<file path="src/rtl/cluster_clock_serv_pkg.sv">
// Shared constants and types for the serv cluster clock divider.
package cluster_clock_serv_pkg;

  localparam int unsigned DIV_W_DEFAULT  = 8;
  localparam int unsigned DIV_BYPASS_MAX = 1;

  typedef logic [DIV_W_DEFAULT-1:0] div_t;

endpackage

</file>
<file path="src/rtl/cluster_clock_mux2_serv.sv">
// Glitch-free two-input clock mux: clk_a_i is the root clock, clk_b_i a clock
// launched from its rising edge, so both select flops can run on falling clk_a_i.
module cluster_clock_mux2_serv #(
  parameter bit SEL_B_RST = 1'b0
) (
  input  logic clk_a_i,
  input  logic rst_ni,
  input  logic clk_b_i,
  input  logic sel_b_i,
  output logic clk_o
);

  logic en_a_q, en_a_d;
  logic en_b_q, en_b_d;

  // Each enable may only rise once the other has fallen; en_b only moves while
  // clk_b_i is low so a divided high phase is never truncated.
  always_comb begin
    en_a_d = !sel_b_i && !en_b_q;
    en_b_d = en_b_q;
    if (!clk_b_i) en_b_d = sel_b_i && !en_a_q;
  end

  always_ff @(negedge clk_a_i or negedge rst_ni) begin
    if (!rst_ni) begin
      en_a_q <= !SEL_B_RST;
      en_b_q <= SEL_B_RST;
    end else begin
      en_a_q <= en_a_d;
      en_b_q <= en_b_d;
    end
  end

  assign clk_o = (clk_a_i && en_a_q) || (clk_b_i && en_b_q);

endmodule

</file>
<file path="src/rtl/cluster_clock_divider_serv.sv">
// Programmable integer clock divider with runtime ratio reload at period
// boundaries, bypass for ratios 0/1, and a test-mode pass-through.
module cluster_clock_divider_serv
  import cluster_clock_serv_pkg::*;
#(
  parameter int unsigned DIV_W       = DIV_W_DEFAULT,
  parameter int unsigned DEFAULT_DIV = 1
) (
  input  logic             clk_i,
  input  logic             rst_ni,
  input  logic             test_mode_i,
  input  logic             en_i,
  input  logic [DIV_W-1:0] div_i,
  input  logic             div_valid_i,
  output logic             div_ack_o,
  output logic [DIV_W-1:0] div_active_o,
  output logic             clk_o
);

  localparam logic [DIV_W-1:0] DivRst    = DIV_W'(DEFAULT_DIV);
  localparam logic [DIV_W-1:0] BypassMax = DIV_W'(DIV_BYPASS_MAX);
  localparam bit               RstDivided = (DEFAULT_DIV > DIV_BYPASS_MAX);

  logic [DIV_W-1:0] cnt_q, cnt_d;
  logic [DIV_W-1:0] div_q, div_d;
  logic             clk_div_q, clk_div_d;
  logic             ack_q, ack_d;
  logic             en_q, en_d;
  logic             bypass, boundary, accept;
  logic             mux_clk;

  always_comb begin
    bypass   = (div_q <= BypassMax);
    boundary = (cnt_q == div_q - DIV_W'(1));
    accept   = div_valid_i && (bypass || !en_i || boundary);

    div_d = div_q;
    cnt_d = cnt_q;
    en_d  = en_i;
    ack_d = accept;

    // Counting restarts from zero on the first enabled edge after a freeze.
    if (accept) begin
      div_d = div_i;
      cnt_d = '0;
    end else if (en_i) begin
      if (bypass || !en_q || boundary) cnt_d = '0;
      else                             cnt_d = cnt_q + DIV_W'(1);
    end

    clk_div_d = en_i && (div_d > BypassMax) && (cnt_d < (div_d >> 1));
  end

  always_ff @(posedge clk_i or negedge rst_ni) begin
    if (!rst_ni) begin
      cnt_q     <= '0;
      div_q     <= DivRst;
      clk_div_q <= 1'b0;
      ack_q     <= 1'b0;
      en_q      <= 1'b0;
    end else begin
      cnt_q     <= cnt_d;
      div_q     <= div_d;
      clk_div_q <= clk_div_d;
      ack_q     <= ack_d;
      en_q      <= en_d;
    end
  end

  cluster_clock_mux2_serv #(
    .SEL_B_RST (RstDivided)
  ) u_mux (
    .clk_a_i (clk_i),
    .rst_ni  (rst_ni),
    .clk_b_i (clk_div_q),
    .sel_b_i (div_q > BypassMax),
    .clk_o   (mux_clk)
  );

  assign clk_o        = test_mode_i ? clk_i : mux_clk;
  assign div_ack_o    = ack_q;
  assign div_active_o = div_q;

endmodule
</file>
<file path="config.mk">
export PLATFORM = sky130hd
export DESIGN_NAME = cluster_clock_divider_serv
export DESIGN_NICKNAME = d
export VERILOG_FILES = /design/src/rtl/cluster_clock_serv_pkg.sv /design/src/rtl/cluster_clock_mux2_serv.sv /design/src/rtl/cluster_clock_divider_serv.sv
export SDC_FILE = /design/constraint.sdc
export NUM_CORES = 1
export LEC_CHECK = 0
export BUFFER_PORTS_ARGS = -buffer_cell sky130_fd_sc_hd__buf_2
export CAP_MARGIN = 40
export CELL_PAD_IN_SITES_DETAIL_PLACEMENT = 0
export CELL_PAD_IN_SITES_GLOBAL_PLACEMENT = 1
export CORE_MARGIN = 3
export CORE_UTILIZATION = 42
export DETAILED_ROUTE_END_ITERATION = 8
export PLACE_DENSITY_LB_ADDON = 0.1
export RECOVER_POWER = 50
export SLEW_MARGIN = 20
export SYNTH_ARGS = -nofsm -noshare
export SYNTH_HDL_FRONTEND = slang
export SYNTH_SLANG_ARGS = --single-unit
</file>
<file path="constraint.sdc">
create_clock -name clk_i -period 4.5 [get_ports clk_i]
set_clock_uncertainty 0.15 [all_clocks]
set_input_delay 1.35 -clock clk_i [delete_from_list [all_inputs] [get_ports clk_i]]
set_output_delay 1.35 -clock clk_i [all_outputs]
set_load 0.01 [all_outputs]
</file>
==> metrics.csv <==
metric;value;unit
crit_fanout;2;
power_frac_clock;0.268;
drive_gt1_frac;0.220;
clkTransAtPathRegs;0.08;ns
gp_congestion;0.727;
synth_top_cell_by_area;dfrtp_1;
dieArea;0.00404;mm^2
maxSlewHeadroom;0.283;
grt_util_met1;0.219;
power_frac_seq;0.446;
insertion_delay;0.47;ns
syn_avg_cell_area;9.67;um^2
vdd_ir_drop_max;0.000128;V
synth.top_cell.area_share;0.323;
synth.area.top_cells;dfrtp_1 32%, ha_1 8.1%, xnor2_1 6.3%;
combPwrFrac;0.286;
antenna_found_initial;0;
fin_nets;196;
use_met3;0.0624;
finalSetupViolations;3;
viasPerCell;5.27;
grt_max_degree;20;
leakage;0.777;nW
startpoint_type;flip-flop;
synth_cells;144;
grt_pass1_vias;1167;
cp_slowest_cell;dfstp_2;
worst-path-buf-inv;1;
grt_busiest_layer;met2;
drtPass1Iterations;4;
port_buffers;22;
synth-async-reset-ratio;1.00;
setup_tns;-0.510;ns
placed_cells;209;
cap_violations;0;
crit_chain;o21ai_2 -> o21ai_1 -> buf_2;
max_stage_delay;0.53;ns
syn_nets;166;
power.switching;0.190;mW
finalPower;0.542;mW
initial_core_util;0.449;
wl_per_cell;14.2;um
coreArea;0.00310;mm^2
p_int;0.351;mW
synth_ff_type;dfrtp_1;
hold_viol_final;0;
ys_ff_latch;21;
groute.usage.overall;0.180;
drtIter0Drc;53;
cts_tree;built;
use_met2;0.288;
antenna_cells;0;
syn_to_final_growth;14.4;%
holdWs;0.303;ns
cp_top_family;flip-flops;
vias;1144;
num_rows;20;
synth.distinct_cells;43;
dp_hpwl;2440;um
grt_pass1_wl;5510;um
synth-seq-area-share;0.379;
end_kind;primary output;
synth_edf_count;0;
dieHeight;63.6;um
ant_nets;0;
die_x;63.6;um
hp-class;flip-flop to flip-flop;
failed_checks;setup timing;
final_cells;217;
syn_area;0.00139;mm^2
finalWorstSetupSlack;-0.510;ns
path_class;flip-flop to primary output;
grt-ovfl-total;0;
required;3.00;ns
grt_setup_unrepaired;yes;
netSwitchingFraction;0.351;
power_density;340;mW/mm^2
final_common_cell;buf_2;
finalMaxSlewViolations;0;
outcome;finished, violations left;
yosys_warnings;0;
routed_wl;3090;um
mostFrequentLayoutCells;19 x buf_2, 18 x dfrtp_1, 16 x nor2_1;
arrival;3.51;ns
worst_pin_slew;1.08;ns
io_pins;23;
drc;0;
-- cells by family after synthesis --
group / share of synthesized area
AOI/OAI and AO/OA: 0.117
xor gates and xnor gates: 0.0997
adders and majority gates: 0.0809
buffers and inverters: 0.0395
DFF: 0.379
muxes: 0.0737
and+or+nand+nor: 0.210
-- power by group through the flow --
stage	Sequential, mW	Clock (mW)	Combinational (mW)
5_1_grt	0.247	0.166	0.176
3_5_place_dp	0.246	0.0130	0.162
6_report	0.242	0.145	0.155
4_1_cts	0.242	0.148	0.164
2_1_floorplan	0.246	0.00909	0.106
3_3_place_gp	0.244	0.0130	0.158
-- path summary, 6_finish.rpt --
kind	depth (start not counted)	slack (ns)	end	startpoint
max	3	-0.51	clk_o	u_mux.en_a_q
min	2	0.30	u_mux.en_b_q	u_mux.en_b_q
max reg2reg	12	0.49	clk_div_q	div_active_o[0]
min reg2reg	2	0.30	u_mux.en_b_q	u_mux.en_b_q
max in group asynchronous	2	0.29	u_mux.en_b_q	rst_ni
min in group asynchronous	1	0.56	div_ack_o	rst_ni
-- routing by layer --
layer,wire length (um),share of wire
met1,1390,0.45
met2,1520,0.49
met3,148,0.048
met4,27,0.0087
met5,0,0
-- metrics by stage --
stage                     instance area (um^2)  setup slack (ns)  utilization
after floorplan                           1390            0.0311            -
after global placement                    1560           -0.0142        0.502
after detailed placement                  1560           -0.0182        0.502
after CTS                                 1620            -0.516        0.521
after global routing                      1590            -0.567        0.513
final                                     1590            -0.510        0.513
-- worst min-delay path, delay by kind of cell (launching register included) --
family | cells | cell delay (ns)
and+or+nand+nor | 2 | 0.11
DFF | 1 | 0.44
-- cells in the mapped netlist, types with 2 or more instances --
| cell type | n |
|---|---|
| dfrtp_1 | 18 |
| nor2_1 | 16 |
| inv_1 | 11 |
| nand2_1 | 11 |
| xnor2_1 | 10 |
| ha_1 | 9 |
| mux2i_1 | 8 |
| nand3_1 | 5 |
| nor3_1 | 5 |
| nand3b_1 | 4 |
| o21ai_0 | 4 |
| xor2_1 | 4 |
| nand4_1 | 3 |
| a21o_1 | 2 |
| a21oi_1 | 2 |
| buf_2 | 2 |
| dfstp_2 | 2 |
| mux2_2 | 2 |
| nand2b_1 | 2 |
-- registers in the layout, summed over array words and instances (netlist names) --
name	cells
div_active_o	8
cnt_q	8
u_mux.en_a_q	1
clk_div_q	1
en_q	1
u_mux.en_b_q	1
div_ack_o	1
-- repair_timing --
item | in CTS | in global routing
hold buffers | 0 | 0
setup buffers | 1 | 0
pin swaps | 1 | 0
gates resized for setup | 2 | 2
gates cloned | 0 | 0
setup endpoints to repair | 3 | 3
endpoints found under the hold margin | 0 | 0
-- final cells by class --
| class | count | area, um^2 |
|---|---|---|
| Clock buffer | 7 | 50.0 |
| Clock inverter | 2 | 7.51 |
| Fill cell | 338 | 1510 |
| Inverter | 10 | 37.5 |
| Multi-Input combinational cell | 109 | 795 |
| Sequential cell | 21 | 528 |
| Tap cell | 44 | 55.1 |
| Timing Repair Buffer | 24 | 120 |
Power figures use the tool's default switching activity.
